--- config.mk ---
export PLATFORM = sky130hd
export DESIGN_NAME = uart_rx
export DESIGN_NICKNAME = d
export VERILOG_FILES = /design/src/rtl/uart_pkg.sv /design/src/rtl/uart_sync2.sv /design/src/rtl/uart_rx.sv
export SDC_FILE = /design/constraint.sdc
export NUM_CORES = 1
export LEC_CHECK = 0
export CAP_MARGIN = 40
export CORE_AREA = 3 3 54 56
export DETAILED_ROUTE_END_ITERATION = 7
export DIE_AREA = 0 0 57 59
export MAX_ROUTING_LAYER = met4
export PLACE_DENSITY = 0.76
export SETUP_SLACK_MARGIN = 0.05
export SLEW_MARGIN = 25
export SYNTH_ARGS = -nofsm -noshare
export SYNTH_HDL_FRONTEND = slang
export SYNTH_SLANG_ARGS = --single-unit
--- constraint.sdc ---
create_clock -name clk -period 1.95 [get_ports clk]
set_input_delay 0.2925 -clock clk [delete_from_list [all_inputs] [get_ports clk]]
set_output_delay 0.2925 -clock clk [all_outputs]
set_load 0.01 [all_outputs]
--- src/rtl/uart_pkg.sv ---
// Shared types and defaults for the UART receive/transmit pair.
// Holds the receiver state encoding and default frame geometry.
package uart_pkg;

    typedef enum logic [2:0] {
        IDLE,
        START,
        DATA,
        STOP,
        BREAK
    } uart_rx_state_t;

    localparam int UART_OVERSAMPLE_DEFAULT = 16;
    localparam int UART_DATA_BITS_DEFAULT  = 8;

endpackage

--- src/rtl/uart_sync2.sv ---
// Two-flop synchronizer for an asynchronous single-bit input.
// Reset value is a parameter so an idle-high line resets to 1.
module uart_sync2 #(
    parameter logic RST_VAL = 1'b1
) (
    input  logic i_clk,
    input  logic i_rst,
    input  logic i_d,
    output logic o_q
);

    logic r_meta;
    logic r_sync;

    // Double-register the raw input to settle metastability
    always_ff @(posedge i_clk or posedge i_rst) begin
        if (i_rst) begin
            r_meta <= RST_VAL;
            r_sync <= RST_VAL;
        end else begin
            r_meta <= i_d;
            r_sync <= r_meta;
        end
    end

    assign o_q = r_sync;

endmodule

--- src/rtl/uart_rx.sv ---
// Oversampled 8N1 UART receiver with valid/ready output and sticky flags.
// Define UART_RX_MAJORITY_EN for 2-of-3 majority voting at each sample.
module uart_rx
    import uart_pkg::*;
#(
    parameter int OVERSAMPLE = UART_OVERSAMPLE_DEFAULT,
    parameter int DATA_BITS  = UART_DATA_BITS_DEFAULT
) (
    input  logic                 clk,
    input  logic                 rst,
    input  logic                 rx_datastream,
    input  logic                 rx_data_ready,
    input  logic                 rx_framing_err_clr,
    input  logic                 rx_overrun_clr,
    output logic                 rx_data_valid,
    output logic [DATA_BITS-1:0] rx_data,
    output logic                 rx_overrun,
    output logic                 rx_framing_err
);

    localparam int CW = $clog2(OVERSAMPLE);
    localparam int IW = (DATA_BITS > 1) ? $clog2(DATA_BITS) : 1;
    localparam logic [CW-1:0] C_HALF = CW'(OVERSAMPLE / 2 - 1);
    localparam logic [CW-1:0] C_FULL = CW'(OVERSAMPLE - 1);
    localparam logic [IW-1:0] C_LAST = IW'(DATA_BITS - 1);

    uart_rx_state_t       r_state;
    uart_rx_state_t       w_next;
    logic [CW-1:0]        r_cnt;
    logic [IW-1:0]        r_idx;
    logic [DATA_BITS-1:0] r_shift;
    logic [DATA_BITS-1:0] r_data;
    logic                 r_valid;
    logic                 r_overrun;
    logic                 r_ferr;

    logic w_rxs;
    logic w_bit;
    logic w_half_pt;
    logic w_full_pt;
    logic w_cnt_run;
    logic w_cnt_clr;
    logic w_shift;
    logic w_deliver;
    logic w_ferr_set;
    logic w_accept;

    uart_sync2 #(
        .RST_VAL(1'b1)
    ) u_sync (
        .i_clk(clk),
        .i_rst(rst),
        .i_d  (rx_datastream),
        .o_q  (w_rxs)
    );

`ifdef UART_RX_MAJORITY_EN
    logic r_h1;
    logic r_h2;

    // Keep the two previous synchronized samples for the vote
    always_ff @(posedge clk or posedge rst) begin
        if (rst) begin
            r_h1 <= 1'b1;
            r_h2 <= 1'b1;
        end else begin
            r_h1 <= w_rxs;
            r_h2 <= r_h1;
        end
    end

    assign w_bit = (r_h1 & r_h2) | (r_h1 & w_rxs) | (r_h2 & w_rxs);
`else
    assign w_bit = w_rxs;
`endif

    assign w_half_pt = (r_cnt == C_HALF);
    assign w_full_pt = (r_cnt == C_FULL);

    // State register
    always_ff @(posedge clk or posedge rst) begin
        if (rst) r_state <= IDLE;
        else     r_state <= w_next;
    end

    // Next-state decision from the bit timing and sampled line
    always_comb begin
        w_next = r_state;
        unique case (r_state)
            IDLE: begin
                if (!w_rxs) w_next = START;
            end
            START: begin
                if (w_half_pt) w_next = w_bit ? IDLE : DATA;
            end
            DATA: begin
                if (w_full_pt && r_idx == C_LAST) w_next = STOP;
            end
            STOP: begin
                if (w_full_pt) w_next = w_bit ? IDLE : BREAK;
            end
            BREAK: begin
                if (w_rxs) w_next = IDLE;
            end
            default: w_next = IDLE;
        endcase
    end

    // Control strobes decoded from the current state
    always_comb begin
        w_cnt_run  = 1'b0;
        w_cnt_clr  = 1'b0;
        w_shift    = 1'b0;
        w_deliver  = 1'b0;
        w_ferr_set = 1'b0;
        unique case (r_state)
            START: begin
                w_cnt_run = 1'b1;
                w_cnt_clr = w_half_pt;
            end
            DATA: begin
                w_cnt_run = 1'b1;
                w_cnt_clr = w_full_pt;
                w_shift   = w_full_pt;
            end
            STOP: begin
                w_cnt_run  = 1'b1;
                w_cnt_clr  = w_full_pt;
                w_deliver  = w_full_pt & w_bit;
                w_ferr_set = w_full_pt & ~w_bit;
            end
            default: begin
                w_cnt_run = 1'b0;
            end
        endcase
    end

    assign w_accept = ~r_valid | rx_data_ready;

    // Bit timing counter, bit index and shift register
    always_ff @(posedge clk or posedge rst) begin
        if (rst) begin
            r_cnt   <= '0;
            r_idx   <= '0;
            r_shift <= '0;
        end else begin
            if (!w_cnt_run || w_cnt_clr) r_cnt <= '0;
            else                         r_cnt <= r_cnt + CW'(1);
            if (r_state != DATA) r_idx <= '0;
            else if (w_shift)    r_idx <= r_idx + IW'(1);
            if (w_shift) r_shift <= {w_bit, r_shift[DATA_BITS-1:1]};
        end
    end

    // Output byte, handshake and sticky flags (set beats clear)
    always_ff @(posedge clk or posedge rst) begin
        if (rst) begin
            r_data    <= '0;
            r_valid   <= 1'b0;
            r_overrun <= 1'b0;
            r_ferr    <= 1'b0;
        end else begin
            if (w_deliver && w_accept) begin
                r_data  <= r_shift;
                r_valid <= 1'b1;
            end else if (r_valid && rx_data_ready) begin
                r_valid <= 1'b0;
            end
            if (w_deliver && !w_accept) r_overrun <= 1'b1;
            else if (rx_overrun_clr)    r_overrun <= 1'b0;
            if (w_ferr_set)              r_ferr <= 1'b1;
            else if (rx_framing_err_clr) r_ferr <= 1'b0;
        end
    end

    assign rx_data_valid  = r_valid;
    assign rx_data        = r_data;
    assign rx_overrun     = r_overrun;
    assign rx_framing_err = r_ferr;

endmodule
Yosys cells after proc, flatten, opt, wreduce, memory -nomap -nowiden
Index checks and enable logic that the tools add are counted.
{"block": "totals", "latch_bits": 0, "wordCells": 67, "ramBits": 0, "n_memories": 0, "out_inout_bits": 11, "mem_bits_ro": 0, "register_bits": 31}
{"block": "classes", "n_shift": 0, "eq_ne": 13, "n_div": 0, "bitwise_logic": 5, "order_cmp": 0, "n_mux": 22, "n_addsub": 2, "multipliers": 0, "reduce_logical": 15}
{"operator": "$mux 3", "count": 8}
{"operator": "$pmux 3 s5", "count": 1}
{"operator": "$mux 1", "count": 10}
{"operator": "$ne 2x2->1 const B", "count": 4}
{"operator": "$reduce_bool 2->1", "count": 4}
{"operator": "$eq 3x2->1 const B", "count": 2}
{"operator": "$eq 3x3->1 const B", "count": 2}
{"operator": "$reduce_and 5->1", "count": 1}
{"operator": "$add 4x1->4 const B", "count": 1}
{"operator": "$eq 4x3->1 const B", "count": 1}
{"operator": "$eq 4x4->1 const B", "count": 1}
{"operator": "$logic_and 1x1->1", "count": 4}
{"operator": "$mux 4", "count": 1}
{"operator": "$add 3x1->3 const B", "count": 1}
{"operator": "$eq 3x1->1 const B", "count": 1}
{"operator": "$logic_not 3->1", "count": 1}
{"operator": "$ne 3x2->1 const B", "count": 1}
{"operator": "$reduce_or 3->1", "count": 1}
{"operator": "$and 1x1->1", "count": 2}
{"operator": "$logic_not 1->1", "count": 2}
{"operator": "$mux 2", "count": 1}
{"operator": "$ne 2x1->1 const B", "count": 1}
{"operator": "$not 1->1", "count": 2}
{"operator": "$pmux 1 s2", "count": 1}
{"operator": "other kinds (3)", "count": 3}

Depth between registers and ports, before layout
Gate-level depths: netlist of the first run.
{"block": "depth", "word_depth": 6, "mapped_depth": 5, "ltp_nobuf": 5}

Hierarchy
A second synthesis of the first run with hierarchy kept.
{"block": "hier_totals", "cells_unflattened": 97, "hier_area_um2": 1300.0}
{"mod": "uart_rx", "cells_per_inst": 94, "seq_area_each_um2": 725.7, "area_per_inst_um2": 1243.7, "n_inst": 1}
{"mod": "uart_sync2", "cells_per_inst": 3, "seq_area_each_um2": 52.6, "area_per_inst_um2": 56.3, "n_inst": 1}

Worst setup path before layout of the first run
No wires, ideal clock.
{"block": "synth_timing", "path_kind": "reg-to-reg", "startpoint": "register r_cnt[0]", "endpoint": "register r_shift[0]", "synth_period_minus_slack_ps": 1534, "stages_incl_launch_ff": 6, "t_required_ps": 1825, "setup_ps": 125, "arrival_ps": 1409, "path_slack_ps": 416, "cell_sequence": "dfrtp_1 -> ha_1 -> and3_2 -> buf_6 -> nand3b_4 -> mux2_2"}
{"block": "synth_between", "elab_chain_len": 2}
{"element": "from (decl)", "line": "uart_rx.sv:29", "text": "logic [CW-1:0] r_cnt;"}
{"element": "from (signal assigned)", "line": "uart_rx.sv:148", "text": "else r_cnt <= r_cnt + CW'(1);"}
{"element": "$eq 4x4->1", "line": "uart_rx.sv:78", "text": "assign w_full_pt = (r_cnt == C_FULL);"}
{"element": "$mux 1", "line": "uart_rx.sv:116", "text": "unique case (r_state)"}
{"element": "to (signal assigned)", "line": "uart_rx.sv:151", "text": "if (w_shift) r_shift <= {w_bit, r_shift[DATA_BITS-1:1]};"}
{"element": "to (decl)", "line": "uart_rx.sv:31", "text": "logic [DATA_BITS-1:0] r_shift;"}
Every way passes these cells.
A chain may end at the register's enable or synchronous reset.

Final worst setup path of the first run
Ends and elaborated chain as after synthesis.

==> results.sh, run 1 <==
export IMPL_wl_per_cell_um=14.0
export IMPL_dr_pass1_iters=4
export IMPL_clock_sinks=31
export IMPL_synth_edf_count=0
export IMPL_whs_ns=0.332
export IMPL_multi_input_area_sq_um=495
export IMPL_muxShareOfSynthArea=0.136
export IMPL_gp_congestion=0.720
export IMPL_cp_data_arrival_time_ns=1.78
export IMPL_netlist_instances=100
export IMPL_synth_main_ff_cell="dfrtp_1"
export IMPL_numCtsBuffers=5
export IMPL_clk_latency_ns=0.32
export IMPL_fin_crit_sh=0.806
export IMPL_final_fill_count=221
export IMPL_drc=0
export IMPL_grt_total_usage=0.152
export IMPL_layout_commonest_cell="dfrtp_1"
export IMPL_final_cell_mix="dfrtp_1 (29), mux2_2 (16), clkdlybuf4s50_1 (16)"
export IMPL_cts_tree="done"
export IMPL_cts_hold_buf=0
export IMPL_tightest_slew_ns=0.383
export IMPL_seq_area_frac_synth=0.589
export IMPL_fin_crit_ns=1.57
export IMPL_rsz0062_at_grt="false"
export IMPL_avgSynthCellArea_sq_um=13.2
export IMPL_post_cts_resized=0
export IMPL_fin_worst_skew_ns=0.00803
export IMPL_hold_violations=0
export IMPL_outcome="finished clean"
export IMPL_netlist_cell_type_count=30
export IMPL_die_area_sq_mm=0.00336
export IMPL_synth_adder_area_share=0.0284
export IMPL_finalSetupViolCount=0
export IMPL_hp_class="input pin to asynchronous set/reset pin"
export IMPL_crit_type="flop to flop"
export IMPL_startpoint="r_cnt[0]$_DFF_PP0_"
export IMPL_globalRouteOverflowTotal=0
export IMPL_cp_end_kind="flop"
export IMPL_stdcell_count=150
export IMPL_cts_buffer_depth=2
export IMPL_pwr_density_cell_mw_per_mm2=891
export IMPL_maxSlewViolCount=0
export IMPL_cp_data_required_time_ns=2.16
export IMPL_clock_root_buffer="clkbuf_4"
export IMPL_yosysTopAreaCellShare=0.549
export IMPL_synth_simple_area_share=0.135
export IMPL_die_width_um=57
export IMPL_cp_endpoint="r_shift[0]$_DFFE_PP0P_"
export IMPL_ant_nets=0
export IMPL_antenna_found_initial=0
export IMPL_start_kind="flop"
export IMPL_async_flop_share=1.00
export IMPL_syn_cell_area_sq_mm=0.00132
export IMPL_worstPathMaxFanout=8
export IMPL_vdd_ir_drop_max_uv=819
export IMPL_num_io_pins=17
export IMPL_timing_rr_end="r_shift[0]$_DFFE_PP0P_"
export IMPL_post_cts_buffers=0
export IMPL_dp_cells=143
export IMPL_synth_compound_area_share=0.0483
export IMPL_rows=18
export IMPL_viasPerCell=5.47
export IMPL_drtIter0Drc=11
export IMPL_slew_headroom=0.745
export IMPL_p_total_mw=1.38
export IMPL_layout_nets=129
export IMPL_seqCellArea_sq_um=778
export IMPL_clk_pin_slew_ns=0.10
export IMPL_totalWireLength_um=2100
export IMPL_synth_top_family_by_area="multiplexers"
export IMPL_port_buffers=16
export IMPL_synth_warnings=0
export IMPL_chipHeight_um=59
export IMPL_dp_final_hpwl_um=1550
export IMPL_grt_start_max_net_pins=32
export IMPL_synth_top_cells_by_area="dfrtp_1 (55%), mux2_2 (14%), dfstp_2 (4.0%), ha_1 (2.8%), nand2_1 (2.0%)"
export IMPL_ff2ff_setup_slack_ns=0.38
export IMPL_synth_xor_area_frac=0.0265
export IMPL_drv_cap=0
export IMPL_area_delta_synth_final_pct=17.3
export IMPL_via_count=821
export IMPL_fin_setup_tns_ns=0
export IMPL_p_leak_nw=0.731
export IMPL_grt_pass1_vias=833
export IMPL_initial_core_util=0.533
export IMPL_grt_first_pass_wirelength_um=3750
export IMPL_r2r_cells=4
export IMPL_r2r_start="r_cnt[0]$_DFF_PP0_"
export IMPL_ys_ff_latch=31
export IMPL_antenna_diode_count=0
export IMPL_max_freq_mhz=636
export IMPL_yosysTopAreaCell="dfrtp_1"
export IMPL_synth_fp_nets=109
export IMPL_fp_coreArea_sq_mm=0.00248
export IMPL_h_tree_depth=2
export IMPL_drive_gt1_frac=0.258
routing by layer:
metal | GRT usage | routed length, um
met5 | - | 0
met4 | 0.0695 | 31
met3 | 0.0392 | 81
met2 | 0.235 | 1050
met1 | 0.188 | 933
kinds of logic (layout without fill, tap and decap cells):
| family | count (synthesis) | after routing |
|---|---|---|
| XOR/XNOR | 4 | 4 |
| adder cells (fa/ha/maj) | 3 | 3 |
| AND/OR/NAND/NOR | 27 | 27 |
| multiplexers | 16 | 16 |
| AO/OA/AOI/OAI | 11 | 11 |
| buffers and inverters | 8 | 28 |
| flip-flops | 31 | 31 |
worst max-delay path: stages, from the launching register on:
cell and delay, ns:
dfrtp_1 0.40, ha_1 0.28, and3_2 0.29, nand3b_4 0.15
mux2_2 0.35
Yosys cell counts, drive strengths merged (2+ instances only):
cell / count
inv: 4
nand2: 7
dfrtp: 29
buf: 3
a21oi: 5
dfstp: 2
nor2: 2
xnor2: 3
o22ai: 3
ha: 3
nand3b: 2
and3: 2
mux2: 16
nand3: 3
nor3: 4
state kept, by name, indices dropped and copies added (netlist names):
| name | cells |
|---|---|
| r_cnt | 4 |
| r_idx | 3 |
| r_shift | 8 |
| r_state | 3 |
| rx_data | 8 |
| rx_data_valid | 1 |
| rx_framing_err | 1 |
| rx_overrun | 1 |
| u_sync.o_q | 1 |
| u_sync.r_meta | 1 |
metrics by stage:
stage | util | area [sq um] | setup WS [ns]
floorplan | - | 1320 | 0.416
global placement | 0.603 | 1490 | 0.359
detailed placement | 0.603 | 1490 | 0.293
CTS | 0.626 | 1550 | 0.362
global route | 0.626 | 1550 | 0.258
finish | 0.626 | 1550 | 0.378
where the power goes:
part           internal, mW  switching (mW)  total [mW]
clock                 0.167           0.204       0.371
sequential            0.702          0.0746       0.777
combinational         0.118           0.117       0.235
total                 0.986           0.396        1.38
how the worst min path moves through the flow:
stage	endpoint	slack (ns)	cells after the start
CTS	rx_data[2]$_DFFE_PP0P_	0.35	3
floorplan	u_sync.r_meta$_DFF_PP1_	0.30	0
global placement	u_sync.o_q$_DFF_PP1_	0.35	0
finish	rx_data[1]$_DFFE_PP0P_	0.33	3
detailed placement	u_sync.o_q$_DFF_PP1_	0.35	0
global route	rx_data[1]$_DFFE_PP0P_	0.37	3
cell type report:
type	instances	share of cell area
clock inverter	1	0.00323
timing repair buffer	17	0.108
inverter	4	0.00969
multi-input combinational	61	0.320
sequential	31	0.502
clock buffer	6	0.0331
tap	30	0.0242
No activity file was read; power rests on OpenSTA's default activity.
==> run 2, diff against run 1 <==
- CORE_AREA: 3 3 54 56 -> 3 3 57 59
- DIE_AREA: 0 0 57 59 -> 0 0 60 62
- PLACE_DENSITY: 0.76 -> 0.71
- clock period: 1.95 -> 1.3 ns (I/O delays scaled with it)
==> run 2 against run 1 <==
Compared with the run above: the flow now finishes with violations (negative setup slack); clock power is 110% higher; sequential share of layout area decreased by 7.7 points; setup slack got worse by 0.49 ns; register-to-register slack worse by 0.49 ns; die area up 11%; sequential power grew 47%; global-route usage grew 0.36 points; wire length up 14%; via count grew 6.0%; combinational power rose to 2.8 times the previous value; largest cell class unchanged; clock skew grew 0.0018 ns.
==> results.sh, run 2 (synthesis results as in run 1) <==
export IMPL_ant_nets=0
export IMPL_grt_first_pass_wirelength_um=4020
export IMPL_totalWireLength_um=2390
export IMPL_start_kind="flop"
export IMPL_p_comb_frac=0.254
export IMPL_fin_crit_ns=1.41
export IMPL_via_count=870
export IMPL_ff2ff_setup_slack_ns=-0.11
export IMPL_violations="negative setup slack"
export IMPL_cts_buffer_depth=2
export IMPL_fin_worst_skew_ns=0.00982
export IMPL_stdcell_count=166
export IMPL_power_frac_seq=0.444
export IMPL_layout_nets=143
export IMPL_worstPathMaxFanout=8
export IMPL_clk_latency_ns=0.33
export IMPL_viasPerCell=5.24
export IMPL_numCtsBuffers=5
export IMPL_placed_area_sq_mm=0.00164
export IMPL_area_delta_synth_final_pct=38.5
export IMPL_finish_instance_area_sq_mm=0.00183
export IMPL_cts_tree="done"
export IMPL_tightest_slew_ns=0.238
export IMPL_p_clk_frac=0.302
export IMPL_h_tree_depth=2
export IMPL_grt_total_usage=0.155
export IMPL_grt_start_max_net_pins=32
export IMPL_dr_pass1_iters=4
export IMPL_swShare=0.280
export IMPL_internal_power_mw=1.85
export IMPL_die_width_um=60
export IMPL_switchingPower_mw=0.721
export IMPL_dp_final_hpwl_um=1650
export IMPL_p_leak_nw=0.876
export IMPL_finalSetupViolCount=19
export IMPL_p_total_mw=2.58
export IMPL_port_buffers=16
export IMPL_cp_data_arrival_time_ns=1.62
export IMPL_wl_per_cell_um=14.4
export IMPL_r2r_cells=4
export IMPL_clock_root_buffer="clkbuf_4"
export IMPL_rows=19
export IMPL_antenna_found_initial=0
export IMPL_gp_congestion=0.772
export IMPL_worst_path_largest_cell_delay_ns=0.40
export IMPL_fp_coreArea_sq_mm=0.00276
export IMPL_cp_data_required_time_ns=1.51
export IMPL_hp_class="input pin to asynchronous set/reset pin"
export IMPL_drive_gt1_frac=0.467
export IMPL_rsz0062_at_grt="true"
export IMPL_num_io_pins=17
export IMPL_drv_cap=0
export IMPL_vdd_ir_drop_max_uv=1260
export IMPL_r2r_start="r_cnt[1]$_DFF_PP0_"
export IMPL_hold_violations=0
export IMPL_fin_crit_sh=1.08
export IMPL_pwr_density_cell_mw_per_mm2=1410
export IMPL_layout_commonest_cell="dfrtp_1"
export IMPL_max_freq_mhz=710
export IMPL_globalRouteOverflowTotal=0
export IMPL_timing_rr_end="r_shift[7]$_DFFE_PP0P_"
export IMPL_crit_slowest_cell="dfrtp_1"
export IMPL_clock_sinks=31
export IMPL_clk_pin_slew_ns=0.10
export IMPL_antenna_diode_count=0
export IMPL_die_area_sq_mm=0.00372
export IMPL_dp_cells=156
export IMPL_chipHeight_um=62
export IMPL_grt_pass1_vias=887
export IMPL_initial_core_util=0.479
export IMPL_cts_hold_buf=0
export IMPL_slew_headroom=0.842
export IMPL_outcome="complete, but fails checks"
export IMPL_crit_type="flop to flop"
export IMPL_maxSlewViolCount=0
export IMPL_final_fill_count=207
export IMPL_setup_ws_ns=-0.109
export IMPL_cp_end_kind="flop"
export IMPL_drc=0
export IMPL_path_cells="ha_4 -> and3_4 -> nand3b_4 -> mux2_4"
export IMPL_drtIter0Drc=12
export IMPL_final_cell_mix="dfrtp_1 (29), buf_4 (12), mux2_2 (8), mux2_4 (8), clkdlybuf4s15_1 (7)"
## run 2: cell types whose count changed in the layout (fill, tap and decap cells not counted), moves of 7 or more
cell	previous run	this run
mux2_4	0	8
mux2_2	16	8
clkdlybuf4s15_1	0	7
buf_4	1	12
clkdlybuf4s50_1	16	5
## run 2: metal layers
metal  part of all wire  up-vias  track usage  wire length [um]
met2               0.49       17        0.230              1170
met4              0.013        0       0.0633                32
li1                   -      416            -                 -
met3              0.052        6       0.0599               123
met5                  0        -            -                 0
met1               0.44      431        0.190              1060
## run 2: worst max path at each step
stage	from	to	depth (start not counted)
after floorplan	r_cnt[0]$_DFF_PP0_	r_shift[7]$_DFFE_PP0P_	5
after global placement	rx_data_ready	rx_data[5]$_DFFE_PP0P_	4
after detailed placement	rx_data_ready	rx_data[3]$_DFFE_PP0P_	4
after CTS	r_cnt[1]$_DFF_PP0_	rx_data[3]$_DFFE_PP0P_	4
after global routing	r_cnt[1]$_DFF_PP0_	rx_data[3]$_DFFE_PP0P_	4
final	r_cnt[1]$_DFF_PP0_	r_shift[7]$_DFFE_PP0P_	4
## run 2: area by class of cell
cell class              count  area, sq um  share of cell area
flip-flops and latches     31          778               0.425
multi-input cells          61          624               0.341
inverters                   4         15.0             0.00820
repair buffers             31          288               0.157
clock inverters             2         35.0              0.0191
well taps                  31         38.8              0.0212
clock buffers               6         51.3              0.0280
## run 2: critical path, delay by kind of cell (launching register included)
family | cells | cell delay (ns)
flip-flops | 1 | 0.40
multiplexers | 1 | 0.35
adder cells (fa/ha/maj) | 1 | 0.16
AND/OR/NAND/NOR | 2 | 0.39
## run 2: power by group through the flow
stage	Clock (mW)	Combinational [mW]	Sequential (mW)
finish	0.779	0.654	1.14
global route	0.844	0.733	1.16
CTS	0.804	0.572	1.14
detailed placement	0	0.556	1.15
global placement	0	0.532	1.15
floorplan	0	0.349	1.15
## run 2: timing repair
action,4_1_cts,5_1_grt
setup endpoints to repair,31,35
gates resized for setup,15,24
pin swaps,1,8
buffers inserted,1,2
hold endpoints to repair,0,0
## run 2: metrics by stage
stage                     setup TNS (ns)   util  setup slack [ns]  hold WS (ns)
after global routing               -3.07  0.664            -0.192         0.173
final                              -1.54  0.664            -0.109         0.188
after detailed placement           -2.80  0.596            -0.255         0.349
after global placement             -2.22  0.596            -0.207         0.348
after floorplan                    -1.42      -            -0.135         0.199
after CTS                          -1.61  0.630            -0.114         0.180
